File: config.mk
export PLATFORM = sky130hd
export DESIGN_NAME = apb_ram_param
export DESIGN_NICKNAME = d
export VERILOG_FILES = /design/src/rtl/apb_ram_param.sv
export SDC_FILE = /design/constraint.sdc
export NUM_CORES = 2
export LEC_CHECK = 0
export ABC_AREA = 1
export BUFFER_PORTS_ARGS = -buffer_cell sky130_fd_sc_hd__buf_2
export CAP_MARGIN = 30
export CORE_ASPECT_RATIO = 1.2
export CORE_MARGIN = 8
export CORE_UTILIZATION = 60
export DETAILED_ROUTE_END_ITERATION = 10
export PLACE_DENSITY_LB_ADDON = 0.08
export SLEW_MARGIN = 30
export SYNTH_ARGS = -nofsm -noshare
export SYNTH_HDL_FRONTEND = slang
export SYNTH_SLANG_ARGS = --single-unit
export TNS_END_PERCENT = 50
File: constraint.sdc
create_clock -name pclk -period 3 [get_ports pclk]
set_input_delay 0.45 -clock pclk [delete_from_list [all_inputs] [get_ports pclk]]
set_output_delay 0.45 -clock pclk [all_outputs]
set_load 0.02 [all_outputs]
File: src/rtl/apb_ram_param.sv
// Parametrised APB slave RAM: byte strobes, wait states, read-only low region.
// Memory holds its contents through reset; only the handshake logic is reset.
module apb_ram_param #(
    parameter int DATA_W      = 32,
    parameter int ADDR_W      = 32,
    parameter int DEPTH       = 64,
    parameter int WAIT_STATES = 0,
    parameter int RO_WORDS    = 0
) (
    input  logic                  pclk,
    input  logic                  prst,
    input  logic                  psel,
    input  logic                  penable,
    input  logic                  pwrite,
    input  logic [ADDR_W-1:0]     paddr,
    input  logic [DATA_W-1:0]     pwdata,
    input  logic [DATA_W/8-1:0]   pstrb,
    output logic [DATA_W-1:0]     prdata,
    output logic                  pready,
    output logic                  pslverr
);

    localparam int STRB_W = DATA_W / 8;
    localparam int IDX_W  = (DEPTH > 1) ? $clog2(DEPTH) : 1;
    // Wide enough for the full paddr and for DEPTH/RO_WORDS, so no bits are dropped.
    localparam int CMP_W  = (ADDR_W > 33) ? ADDR_W : 33;
    localparam logic [3:0] WAIT_LD = 4'(WAIT_STATES);

    typedef enum logic {
        S_IDLE,
        S_ACCESS
    } state_t;

    state_t              r_state;
    state_t              w_state_next;
    logic [3:0]          r_cnt;
    logic [3:0]          w_cnt_next;

    logic [CMP_W-1:0]    w_addr_ext;
    logic                w_addr_err;
    logic                w_ro_err;
    logic                w_err;
    logic                w_done;
    logic                w_wr_en;
    logic [IDX_W-1:0]    w_idx;
    logic [DATA_W-1:0]   w_rdata;

    assign w_addr_ext = CMP_W'(paddr);
    assign w_addr_err = (w_addr_ext >= CMP_W'(DEPTH));
    assign w_ro_err   = pwrite && (w_addr_ext < CMP_W'(RO_WORDS));
    assign w_err      = w_addr_err || w_ro_err;
    assign w_done     = (r_state == S_ACCESS) && psel && penable && (r_cnt == 4'd0);
    assign w_wr_en    = w_done && pwrite && !w_err;
    assign w_idx      = IDX_W'(paddr);

    always_ff @(posedge pclk or negedge prst) begin
        if (!prst) begin
            r_state <= S_IDLE;
            r_cnt   <= 4'd0;
        end else begin
            r_state <= w_state_next;
            r_cnt   <= w_cnt_next;
        end
    end

    always_comb begin
        w_state_next = r_state;
        w_cnt_next   = r_cnt;
        pready       = 1'b0;
        pslverr      = 1'b0;
        prdata       = '0;
        case (r_state)
            S_IDLE: begin
                // An access phase without a preceding setup phase is ignored.
                if (psel && !penable) begin
                    w_state_next = S_ACCESS;
                    w_cnt_next   = WAIT_LD;
                end
            end
            S_ACCESS: begin
                if (!psel) begin
                    w_state_next = S_IDLE;
                end else if (penable) begin
                    if (r_cnt == 4'd0) begin
                        w_state_next = S_IDLE;
                    end else begin
                        w_cnt_next = r_cnt - 4'd1;
                    end
                end
            end
            default: w_state_next = S_IDLE;
        endcase
        pready  = w_done;
        pslverr = w_done && w_err;
        if (w_done && !pwrite && !w_err) begin
            prdata = w_rdata;
        end
    end

    // One byte-wide array per lane keeps each strobe's write port independent.
    genvar gi;
    generate
        for (gi = 0; gi < STRB_W; gi++) begin : g_lane
            logic [7:0] r_lane [DEPTH];

            always_ff @(posedge pclk) begin
                if (w_wr_en && pstrb[gi]) begin
                    r_lane[w_idx] <= pwdata[gi*8 +: 8];
                end
            end

            assign w_rdata[gi*8 +: 8] = r_lane[w_idx];
        end
    endgenerate

    a_err_qualified: assert property (@(posedge pclk) disable iff (!prst) (pslverr |-> pready));

endmodule

==> metrics.md <==
| Metric | Value |
|---|---|
| Area contributors post-synth | edfxtp_1, nand2_1, nor2_1 |
| Critical setup path kind | register to output port |
| Commonest non-fill, non-tap cell in the layout | nand2_1 |
| Seq cells post-synth | 2053 |
| Worst-skew pair later-pin latency | 0.83 ns |
| Syn Nets | around 8000 |
| Reg2Reg Setup Slack | 0.12 ns |
| Hold Path Class | primary input to register |
| Number of buffers added on ports | roughly 110 |
| Cell Pwr Density | approximately 600 nW/um^2 |
| Area Growth Syn to Fin | 16.56% |
| CP required | about 2.6 ns |
| DRC viols | 0 |
| RSZ-0062 raised after global routing | true |
| Failing checks | setup timing |
| Synth Warn # | 0 |
| GRT overflow | 0 |
| Hold depth | 1 |
| Starting density of the core | 60.37% |
| Finished Layout Cells | slightly above 10000 |
| Row Count | around 150 |
| Fin crit period | around 3.3 ns |
| Crit path max-delay family | buffers and inverters |
| Placed cell count | 9911 |
| CP max stage delay | roughly 0.37 ns |
| Die width | 360.0 um |
| Vias post-DR | ~60000 |
| Vias in the first global route | between 50000 and 60000 |
| Mean post-synth cell area | approximately 11 um^2 |
| Status | finished, violations left |
| Wirelength per Cell | between 20 and 25 um |
| Critical R2R Launch | r_cnt[0] |
| Worst IR Drop VDD | between 0.0005 and 0.0006 V |
| Final Cycle Share | 110.9% |
| H-Tree Depth | 4 |
| Total wire length | 248900 um |
| Fin. Hold Viols | 0 |
| CTS Buffer Depth | 3 |
| DP HPWL | 159200 um |
| Leakage | a little under 40 nW |
| CP max FO | 8 |
| Num CTS Buffers | approximately 190 |
| Fin nets | between 8000 and 9000 |
| Clock sinks | 2053 |
| Post-synth top area cell | edfxtp_1 |
| Synth Instances | 7751 |
| Slew margin rel. | 28.68% |
| Yosys top cell area share | 72.19% |
| Finish-stage setup viols | 32 |
| Largest net degree at the start of global routing | slightly below 100 |
| Total Routing Usage GR | between 30% and 40% |
| Worst Setup Slack, final | -0.3266 ns |
| Antenna viol nets, final | 0 |
| Critical Path Source Type | register |
| Worst hold slack | 0.08372 ns |
| Sequential-to-total area share from yosys stat | between 70% and 80% |
| R2r worst-path depth | 12 |
| Detailed Routing Iterations Pass 1 | 8 |
| Distinct cell type count after synthesis | 35 |
| TritonCTS clock tree | done |
| Share of cells above drive strength 1 | around an eighth |
| CP Capture Type | output port |
| Final Slew Violations | 0 |
| HP Start | pwdata[31] |
| Reg2reg end | g_lane[2].r_lane[60][6] |
| Placeable Area | between 100000 and 150000 um^2 |
| Root buffer cell | clkbuf_16 |
| # Max-Cap Violations | 0 |
| Die area | ~150000 um^2 |
| Synth Cell Area | approximately 85000 um^2 |
| Max Clk Rate | 300.6 MHz |
| Buf+Inv Stages, Crit Path | 5 |
| Initial antenna violation count | 17 |
| Io pins | 107 |
| Via density | 5.782 |
| Clock-pin transition on the worst setup and hold timing paths | around 0.06 ns |
| CP Data Arrival Time | around 2.9 ns |
| First-pass GRT wire length | 365200 um |
| Drt initial violations | 7398 |
| Commonest non-fill, non-tap cells in the layout | nand2_1, edfxtp_1, nor2_1, nand3_1, buf_4 |
| Slew at the pin closest to its max-slew limit | 1.070 ns |
| Skew final | approximately 0.027 ns |
| Worst Hold End | g_lane[3].r_lane[31][7] |
| Crit-path cells | inv_2 -> ha_4 -> nand3_4 -> nor3_4 -> nand2_2 -> nor2_4 -> buf_12 -> buf_16 -> nand3_4 -> nor2_4 -> buf_6 -> buf_6 |
| Critical path's slowest cell | dfrtp_1 |
| Final GP Congestion | around 0.94 |
| Die Ht | between 400 and 500 um |
[cell type report]
type,count,area (um^2)
flip-flops and latches,2053,61620
fillers,10048,41830
multi-input cells,4891,20670
repair buffers,772,7168
clock buffers,248,5142
well taps,1836,2297
inverters,386,1469
clock inverters,101,903.4
diodes,10,25.02
[through the flow]
| step | TNS [ns] | power [W] | setup WS, ns | area, um^2 | util (%) |
|---|---|---|---|---|---|
| after global routing | -10.61 | 0.06055 | -0.4116 | 99270 | 70.34 |
| after CTS | -10.70 | 0.05916 | -0.4274 | 99020 | 70.16 |
| after detailed placement | -6.927 | 0.03566 | -0.3356 | 92060 | 65.23 |
| final | -7.387 | 0.05903 | -0.3266 | 99300 | 70.36 |
| after global placement | -5.554 | 0.03560 | -0.3477 | 92060 | 65.23 |
| after floorplan | 0 | 0.03393 | 0.4579 | 85190 | - |
[flip-flops by register name (all words and copies together) (netlist names)]
register       cells
g_lane.r_lane   2048
r_state            1
r_cnt              4
[worst register-to-register path, delay by kind of cell (launching register included)]
kind | cells | cell delay, ns
buffers and inverters | 5 | 0.89
adder cells (fa/ha/maj) | 1 | 0.15
AND/OR/NAND/NOR | 6 | 1.19
flip-flops | 1 | 0.37
[synth_stat cells (all sizes together)]
cell type / n
nand3b: 1
o211ai: 6
a31o: 1
edfxtp: 2048
nor4: 1
or2: 11
o21bai: 22
o21ai: 358
nand2: 2658
ha: 1
nor2: 1120
clkbuf: 119
buf: 302
inv: 386
and2: 1
dfrtp: 5
nand3: 580
a21oi: 75
nand4: 43
o22ai: 1
nor3: 12
[worst max-delay path by stage]
stage	startpoint	to	cells past startpoint
final	r_cnt[0]	prdata[2]	12
after detailed placement	paddr[0]	prdata[0]	13
after floorplan	r_cnt[0]	g_lane[0].r_lane[48][0]	9
after global placement	paddr[0]	prdata[13]	15
after CTS	r_cnt[1]	prdata[26]	12
after global routing	r_cnt[0]	prdata[2]	12
[cell families after synthesis]
group / after synthesis / synth area share (%)
buffers and inverters: 807 / 4.156
AO/OA/AOI/OAI: 463 / 2.808
adder cells (fa/ha/maj): 1 / 0.01468
flip-flops: 2053 / 72.33
AND/OR/NAND/NOR: 4427 / 20.69
[report_power, final]
part / leakage [nW] / switching (W) / internal (W)
registers: 18.5 / 0.0000140 / 0.0316
logic: 17.0 / 0.00261 / 0.00112
clock network: 2.95 / 0.0102 / 0.0135
total: 38.4 / 0.0129 / 0.0462
[per-layer routing]
metal | part of all wire [%] | vias up | global-route usage, %
met3 | 9.7 | 620 | 5.899
met1 | 38 | 28814 | 42.51
met5 | 0.035 | - | 0
li1 | - | 27042 | -
met4 | 6.1 | 14 | 16.46
met2 | 46 | 3045 | 49.94
[repair_timing]
action	4_1_cts	5_1_grt
pin swaps	22	22
gates cloned	3	0
hold buffers	8	0
endpoints found under the setup margin	32	32
resized for setup	170	26
buffers inserted	10	11
hold endpoints to repair	33	0
Power figures use the tool's default switching activity.
